--- config.mk ---
export PLATFORM = sky130hd
export DESIGN_NAME = switch_conditioner
export DESIGN_NICKNAME = d
export VERILOG_FILES = /design/src/rtl/switch_conditioner.sv
export SDC_FILE = /design/constraint.sdc
export NUM_CORES = 1
export LEC_CHECK = 0
export CELL_PAD_IN_SITES_DETAIL_PLACEMENT = 1
export CELL_PAD_IN_SITES_GLOBAL_PLACEMENT = 2
export CORE_AREA = 3 3 199 201
export CTS_BUF_LIST = sky130_fd_sc_hd__clkbuf_8
export CTS_CLUSTER_DIAMETER = 120
export DETAILED_ROUTE_END_ITERATION = 8
export DIE_AREA = 0 0 202 204
export GPL_TIMING_DRIVEN = 1
export PLACE_DENSITY_LB_ADDON = 0.12
export SLEW_MARGIN = 20
export SYNTH_ARGS = -nofsm -noshare
export SYNTH_HDL_FRONTEND = slang
export SYNTH_SLANG_ARGS = --single-unit
export TNS_END_PERCENT = 50
--- constraint.sdc ---
create_clock -name clk -period 2.2 [get_ports clk]
set_input_delay 0.66 -clock clk [delete_from_list [all_inputs] [get_ports clk]]
set_output_delay 0.66 -clock clk [all_outputs]
set_load 0.005 [all_outputs]
--- src/rtl/switch_conditioner.sv ---
// Slide-switch input conditioner: two-flop synchronizer followed by an
// independent per-bit debounce counter, with registered rise/fall/change pulses.
module switch_conditioner #(
    parameter int N               = 10,
    parameter int DEBOUNCE_CYCLES = 500000,
    localparam int CW             = (DEBOUNCE_CYCLES > 1) ? $clog2(DEBOUNCE_CYCLES) : 1
) (
    input  logic         clk,
    input  logic         reset,
    input  logic [N-1:0] sw_raw,
    output logic [N-1:0] switches,
    output logic [N-1:0] sw_rise,
    output logic [N-1:0] sw_fall,
    output logic         sw_changed
);

    localparam logic [CW-1:0] LAST = CW'(DEBOUNCE_CYCLES - 1);

    logic [N-1:0]  r_sync1;
    logic [N-1:0]  r_sync2;
    logic [N-1:0]  r_switches;
    logic [N-1:0]  r_rise;
    logic [N-1:0]  r_fall;
    logic          r_changed;
    logic [CW-1:0] r_cnt [N];

    logic [N-1:0]  w_upd;

    // A bit is accepted on the edge its mismatch has persisted for the full window.
    always_comb begin
        w_upd = '0;
        for (int unsigned i = 0; i < N; i++) begin
            w_upd[i] = (r_sync2[i] != r_switches[i]) && (r_cnt[i] == LAST);
        end
    end

    always_ff @(posedge clk) begin
        if (reset) begin
            r_sync1    <= '0;
            r_sync2    <= '0;
            r_switches <= '0;
            r_rise     <= '0;
            r_fall     <= '0;
            r_changed  <= 1'b0;
            for (int unsigned i = 0; i < N; i++) begin
                r_cnt[i] <= '0;
            end
        end else begin
            r_sync1 <= sw_raw;
            r_sync2 <= r_sync1;
            for (int unsigned i = 0; i < N; i++) begin
                if (r_sync2[i] == r_switches[i] || w_upd[i]) begin
                    r_cnt[i] <= '0;
                end else begin
                    r_cnt[i] <= r_cnt[i] + CW'(1);
                end
            end
            r_switches <= r_switches ^ w_upd;
            r_rise     <= w_upd & r_sync2;
            r_fall     <= w_upd & ~r_sync2;
            r_changed  <= |w_upd;
        end
    end

    assign switches   = r_switches;
    assign sw_rise    = r_rise;
    assign sw_fall    = r_fall;
    assign sw_changed = r_changed;

endmodule

# Word-level counts from Yosys, hierarchy flattened
# Memory sizes are Yosys's and may differ from the RTL's.
# Cells that the tools add are included.
[word_totals] mem_bits_rw=190 in_bits=12 word_cells=174 romBits=0 latchBits=0 n_memories=1 regBits=51
[mem_list] name="r_cnt" depth=10 width=19 read_ports=10 rd_ports_with_merged_regs=0 write_ports=10 line="25" source="logic [CW-1:0] r_cnt [N];"
[op_classes] eq_ne=30 reduce_logical=21 bitwise_logic=24 n_shift=0 addsub=10 n_div=0 n_lt_le_gt_ge=0 multipliers=0 n_mux=82
[ops] operator="$mux W19" n=20
[ops] operator="$add A19 B1 Y19 const B" n=10
[ops] operator="$eq A19 B19 Y1 const B" n=10
[ops] operator="$mux W1" n=62
[ops] operator="$and A10 B10 Y10" n=2
[ops] operator="$or A1 B1 Y1" n=20
[ops] operator="$eq A1 B1 Y1" n=10
[ops] operator="$logic_and A1 B1 Y1" n=10
[ops] operator="$logic_or A1 B1 Y1" n=10
[ops] operator="$ne A1 B1 Y1" n=10
[ops] operator="$not A10 Y10" n=1
[ops] operator="$reduce_or A10 Y1" n=1
[ops] operator="$xor A10 B10 Y10" n=1

# Logic depth before layout (Yosys ltp)
# Gate-level depths: netlist (run 1).
[depth] word_depth=8 ltp_mapped=8 ltp_nobuf=6

# Worst setup path after synthesis (run 1)
# Ideal clock, no wire load.
[synth_path] kind="register to register" startpoint="memory r_cnt[7][7] in the netlist's numbering" endpoint="memory r_cnt[7][10] in the netlist's numbering (data pin)" n_path_buf=2 required_ns=1.946 period_less_slack_ns=2.297 path_slack_ns=-0.097 stages_incl_launch_ff=8 arrival_time_ns=2.042 path_cell_list="edfxtp_1 or4b_1 or4_1 nor3_2 or3b_1 buf_6 buf_12 nor2_1"
[synth_lines] item="start: declaration" line="25"

# Worst setup path after layout (run 1)
[layout_path] startpoint="register r_fall[8], in the netlist sw_fall[8]" endpoint="output sw_fall[8]"
[layout_lines] item="start: declaration" line="23" source="logic [N-1:0] r_fall;"
[layout_lines] item="start signal: assignment" line="60" source="r_fall <= w_upd & ~r_sync2;"
[layout_lines] item="end: declaration" line="13" source="output logic [N-1:0] sw_fall,"
# No word-level cell between the ends.

==> results of run 1 <==
-- power by group --
group          internal [mW]  switching, mW
sequential              5.08          0.166
clock                   2.41           1.95
combinational          0.190          0.220
total                   7.68           2.34
-- metal layers --
layer,GRT usage,vias to the layer above
li1,-,4259
met1,0.164,3941
met2,0.190,98
met3,0.0306,56
met4,0.0526,0
met5,0,-
-- what timing repair did --
action,4_1_cts,5_1_grt
endpoints found under the setup margin,11,90
setup buffers,0,2
resized for setup,17,12
pin swaps,0,3
-- cell usage after synthesis, drive strengths merged, types with 3 or more instances --
cell type / instances
and3: 29
and4: 18
buf: 7
clkbuf: 19
dfxtp: 51
edfxtp: 190
ha: 10
inv: 24
mux2i: 9
nand2: 64
nand2b: 3
nand3: 56
nand4: 45
nor2: 248
nor2b: 21
nor3: 30
nor3b: 8
nor4: 13
nor4b: 25
nor4bb: 5
or2: 10
or3: 4
or3b: 3
xnor2: 102
xor2: 77
-- logic make-up after synthesis --
kind of cell,after synthesis,synth area share
flip-flops,241,0.573
XOR/XNOR,179,0.134
AND/OR/NAND/NOR,591,0.253
buffers and inverters,50,0.0183
AO/OA/AOI/OAI,6,0.00330
adder cells (fa/ha/maj),10,0.0107
other,1,0.000319
multiplexers,9,0.00767
-- path summary, 6_finish.rpt --
path	from	slack (ns)	to	depth (start not counted)
worst max-delay path	sw_fall[8]$_SDFF_PP0_	0.09	sw_fall[8]	1
worst min-delay path	reset	0.41	flop	2
worst max register to register	r_cnt[7][7]$_SDFFCE_PN0P_	0.09	r_cnt[7][9]$_SDFFCE_PN0P_	6
worst min register to register	r_sync1[0]$_SDFF_PP0_	0.43	r_sync2[0]$_SDFF_PP0_	1
-- registers in the layout (all words and copies together) (netlist names), named ones only --
register and flops:
r_sync2 10, sw_fall 10, r_cnt 190, sw_changed 1
r_sync1 10, sw_rise 10
-- area by class of cell --
type | count | area, um^2
clock buffer | 56 | 771
clock inverter | 30 | 146
fill | 4308 | 22900
inverter | 24 | 90.1
multi-input combinational | 985 | 5550
sequential | 241 | 6750
tap | 511 | 639
timing repair buffer | 91 | 887
-- metrics by stage --
step | hold slack, ns | utilization | cell area (um^2) | cells | setup WS [ns]
floorplan | 0.414 | - | 12500 | 1276 | -0.0280
global placement | 0.419 | 0.366 | 13800 | 1850 | 0.0527
detailed placement | 0.426 | 0.366 | 13800 | 1850 | 0.00690
CTS | 0.347 | 0.391 | 14800 | 1936 | -0.00657
global route | 0.380 | 0.393 | 14800 | 1938 | -0.0339
finish | 0.414 | 0.393 | 14800 | 1938 | 0.0861
==> impl_metrics.py, run 1 <==
metrics = {
    "critical_path": {
        "cp_num_buf_inv": 1,
        "cp.arrival_ns": 1.45,
        "cpMaxStageDelayCell": "clkdlybuf4s50_1",
        "crit_chain": "clkdlybuf4s50_1",
        "critPathKind": "flop to output port",
        "cp_max_fo": 1,
        "cp-end-kind": "output port",
        "startpoint_type": "flop",
        "crit_family": "buffers and inverters",
        "required_ns": 1.54,
        "slowest_delay_ns": 0.51,
    },
    "placement": {
        "place_hpwl_um": 17000,
        "io_buffers": 42,
        "gp_congestion": 0.694,
    },
    "synthesis": {
        "synth-seq-cells": 241,
        "synthFlopType": "edfxtp_1",
        "synth_edf_count": 190,
        "seq_area_frac_synth": 0.573,
        "synth.area.top_cells": "edfxtp_1, dfxtp_1, nor2_1, xnor2_1, xor2_1",
        "synth_async_sr_flop_share": 0,
        "synthesis.area_mm2": 0.0117,
        "synthCells": 1087,
        "yosysTopAreaCell": "edfxtp_1",
        "netlist-cell-type-count": 43,
        "ys_warn_count": 0,
        "syn_area_per_cell_um2": 10.8,
        "synth_top_cell_area_share": 0.486,
    },
    "floorplan": {
        "dieArea_mm2": 0.0412,
        "die_y_um": 204,
        "pin_count": 43,
        "core_area_mm2": 0.0378,
        "num_rows": 71,
        "die_w_um": 202,
        "start_util": 0.311,
    },
    "routing": {
        "vias_per_cell": 4.31,
        "wl_met3_um": 1100,
        "avgRoutedWirePerCell_um": 12.6,
        "wl_met1_um": 12200,
        "top_layer": "met4",
        "drc": 0,
        "drt_iter0_markers": 282,
        "wl_um": 24500,
        "vias": 8354,
        "first_pass_iters": 4,
        "met2_length_um": 10500,
        "ant_nets": 0,
    },
    "timing": {
        "hold_viol": 0,
        "worst_pin_slew_ns": 0.676,
        "max_freq_ghz": 0.473,
        "skew_ns": 0.0136,
        "rsz0062_at_grt": "true",
        "fin_crit_sh": 0.961,
        "max-slew-margin-rel": 0.549,
        "finalCriticalPeriod_ns": 2.11,
        "setup_viol": 0,
        "drv_slew": 0,
        "fin_setup_tns_ns": 0,
    },
    "grt": {
        "antenna_found_initial": 0,
        "first_global_vias": 8635,
        "grt_first_pass_wirelength_um": 41900,
        "grt_usage": 0.123,
        "overflow": 0,
        "grt_start_max_net_pins": 31,
    },
    "final_layout": {
        "most-common-layout-cells": "nor2_1, edfxtp_1, conb_1",
        "final_nets": 1412,
        "antennaDiodeCount": 0,
        "syn2layout_area_growth_pct": 26.3,
        "drive_gt1_frac": 0.102,
        "final_common_cell": "nor2_1",
    },
    "job": {
        "maxCapViolations": 0,
    },
    "hold_path": {
        "hold_path_class": "primary input to flop",
    },
    "clock_network": {
        "cts-root-buf": "clkbuf_8",
        "hold_buffers": 0,
        "cts_tree": "built",
        "cts.clk_slew.worst_paths_ns": 0.06,
        "clkSinkCount": 241,
        "ctsHtreeMaxLevel": 2,
        "cts_inserted_buffers": 47,
        "clockBufferDepth": 3,
        "clk_latency_ns": 0.59,
    },
    "run_status": {
        "status": "complete, no violations",
    },
    "pwr": {
        "vdd_drop_max_mv": 0.393,
        "p_leak_nw": 5.37,
        "p_per_area_mw_per_mm2": 676,
        "power.total_mw": 10.0,
    },
}
Note: power is estimated with default switching activity, not from simulation.
==> inputs of run 2 (changes only) <==
--- a/config.mk
+++ b/config.mk
@@ -10,6 +10,7 @@
 export CORE_AREA = 3 3 199 201
 export CTS_BUF_LIST = sky130_fd_sc_hd__clkbuf_8
 export CTS_CLUSTER_DIAMETER = 120
+export CTS_CLUSTER_SIZE = 25
 export DETAILED_ROUTE_END_ITERATION = 8
 export DIE_AREA = 0 0 202 204
 export GPL_TIMING_DRIVEN = 1
==> run 2 against run 1 <==
- routed wire length down 3.4%
- maximum frequency down 0.33%
- register-to-register slack about the same
- via count down 3.3%
- combinational power about the same
- sequential share of layout area up 2.2 points
- global-route usage down 0.65 points
- highest routed layer unchanged
- largest cell class unchanged
- clock power down 52%
==> impl_metrics.py, run 2 (same netlist as run 1, synthesis figures left out) <==
metrics = {
    "pwr": {
        "p_leak_nw": 4.93,
        "comb_power_share": 0.053,
        "vdd_drop_max_mv": 0.360,
        "netSwitchingFraction": 0.232,
        "p_int_mw": 5.95,
        "netSwitchingPower_mw": 1.80,
        "pwr-share-clk": 0.271,
        "p_seq_frac": 0.676,
        "p_per_area_mw_per_mm2": 548,
    },
    "clock_network": {
        "cts-root-buf": "clkbuf_8",
        "cts.clk_slew.worst_paths_ns": 0.16,
        "clk_latency_ns": 0.53,
        "clockBufferDepth": 3,
        "hold_buffers": 0,
        "cts_inserted_buffers": 13,
        "clkSinkCount": 241,
        "cts_tree": "built",
        "ctsHtreeMaxLevel": 1,
    },
    "final_layout": {
        "regMostFlops": "r_cnt",
        "most-common-layout-cells": "nor2_1, edfxtp_1, conb_1",
        "drive_gt1_frac": 0.0704,
        "final_nets": 1379,
        "fill_cells": 4306,
        "antennaDiodeCount": 0,
        "multi_input_area_mm2": 0.00553,
        "fin_area_mm2": 0.0141,
        "largest_register_ff_count": 190,
        "regArea_mm2": 0.00674,
        "syn2layout_area_growth_pct": 20.4,
        "final_common_cell": "nor2_1",
    },
    "grt": {
        "first_global_vias": 8318,
        "overflow": 0,
        "grt_first_pass_wirelength_um": 40500,
        "grt_start_max_net_pins": 31,
        "antenna_found_initial": 0,
        "grt_usage": 0.116,
    },
    "critical_path": {
        "critPathKind": "flop to output port",
        "worstReg2RegStart": "r_cnt[7][7]$_SDFFCE_PN0P_",
        "slowest_delay_ns": 0.54,
        "crit_family": "buffers and inverters",
        "cp_num_buf_inv": 1,
        "cp-end-kind": "output port",
        "r2r-end": "r_cnt[7][9]$_SDFFCE_PN0P_",
        "startpoint_type": "flop",
        "rr_worst_depth": 6,
        "cp.arrival_ns": 1.46,
        "cp_max_fo": 5,
        "cpMaxStageDelayCell": "clkdlybuf4s50_1",
        "crit_chain": "clkdlybuf4s50_1",
        "required_ns": 1.54,
        "rrSetupSlack_ns": 0.08,
    },
    "floorplan": {
        "start_util": 0.311,
        "die_w_um": 202,
        "core_area_mm2": 0.0378,
        "pin_count": 43,
        "die_y_um": 204,
        "dieArea_mm2": 0.0412,
        "num_rows": 71,
    },
    "routing": {
        "avgRoutedWirePerCell_um": 12.6,
        "drc": 0,
        "drt_iter0_markers": 285,
        "vias_per_cell": 4.31,
        "first_pass_iters": 4,
        "ant_nets": 0,
        "vias": 8080,
        "wl_um": 23600,
    },
    "job": {
        "maxCapViolations": 0,
    },
    "timing": {
        "worst_pin_slew_ns": 0.690,
        "max-slew-margin-rel": 0.540,
        "skew_ns": 0.0177,
        "hold_viol": 0,
        "fin_setup_tns_ns": 0,
        "finalCriticalPeriod_ns": 2.12,
        "rsz0062_at_grt": "true",
        "max_freq_ghz": 0.472,
        "fin_crit_sh": 0.964,
        "setup_viol": 0,
        "setup_ws_ns": 0.0791,
        "drv_slew": 0,
    },
    "placement": {
        "place_area_mm2": 0.0138,
        "io_buffers": 42,
        "place_hpwl_um": 17000,
        "place_worst_setup_slack_ns": 0.00690,
        "gp_congestion": 0.694,
    },
    "hold_path": {
        "min_path_cells": 2,
        "min_from": "reset",
        "hold_path_class": "primary input to flop",
    },
    "run_status": {
        "status": "complete, no violations",
    },
}
-- run 2: changes by cell type in the layout (fill, tap and decap cells not counted), sizes merged --
cell	before	now
inv	39	31
clkbuf	56	13
clkdlybuf4s50	35	41
dlygate4sd2	4	0
buf	50	51
clkinv	14	0
dlymetal6s2s	2	0
-- run 2: layout make-up --
cell class | count | area share
Sequential cell | 241 | 0.477
Multi-Input combinational cell | 985 | 0.391
Timing Repair Buffer | 92 | 0.0630
Tap cell | 511 | 0.0452
Clock buffer | 13 | 0.0127
Inverter | 24 | 0.00637
Clock inverter | 8 | 0.00416
-- run 2: routing by layer --
metal | up-vias | global-route usage | wire (um)
met5 | - | 0 | 0
met3 | 17 | 0.0164 | 569
met2 | 50 | 0.195 | 10600
met4 | 0 | 0.0239 | 398
met1 | 3855 | 0.161 | 12100
li1 | 4158 | - | -
-- run 2: worst max-delay path by stage --
stage                                   start                         end  slack [ns]  cells past startpoint
floorplan           r_cnt[7][7]$_SDFFCE_PN0P_  r_cnt[7][10]$_SDFFCE_PN0P_       -0.03                      7
global placement    r_cnt[6][0]$_SDFFCE_PN0P_       sw_changed$_SDFF_PP0_        0.05                      7
detailed placement  r_cnt[6][0]$_SDFFCE_PN0P_       sw_changed$_SDFF_PP0_       0.007                      7
CTS                 r_cnt[6][0]$_SDFFCE_PN0P_       sw_changed$_SDFF_PP0_      -0.005                      7
global route        r_cnt[6][0]$_SDFFCE_PN0P_       sw_changed$_SDFF_PP0_       -0.07                      7
finish                                   flop                 switches[1]        0.08                      1
-- run 2: what timing repair did --
item | CTS | global route
pin swaps | 0 | 3
setup endpoints to repair | 11 | 97
setup buffers | 0 | 3
gates resized for setup | 11 | 6
-- run 2: stage by stage --
step	power (mW)	hold slack (ns)	std cells	utilization
after floorplan	5.58	0.414	1276	-
after global placement	5.74	0.419	1850	0.366
after detailed placement	5.75	0.426	1850	0.366
after CTS	7.96	0.400	1871	0.373
after global routing	8.16	0.426	1874	0.374
final	7.75	0.444	1874	0.374
-- run 2: power groups by stage --
| stage | clock, mW | sequential [mW] | combinational (mW) |
|---|---|---|---|
| 2_1_floorplan | 0 | 5.30 | 0.283 |
| 3_3_place_gp | 0 | 5.34 | 0.402 |
| 3_5_place_dp | 0 | 5.34 | 0.402 |
| 4_1_cts | 2.31 | 5.24 | 0.406 |
| 5_1_grt | 2.41 | 5.27 | 0.480 |
| 6_report | 2.10 | 5.24 | 0.411 |
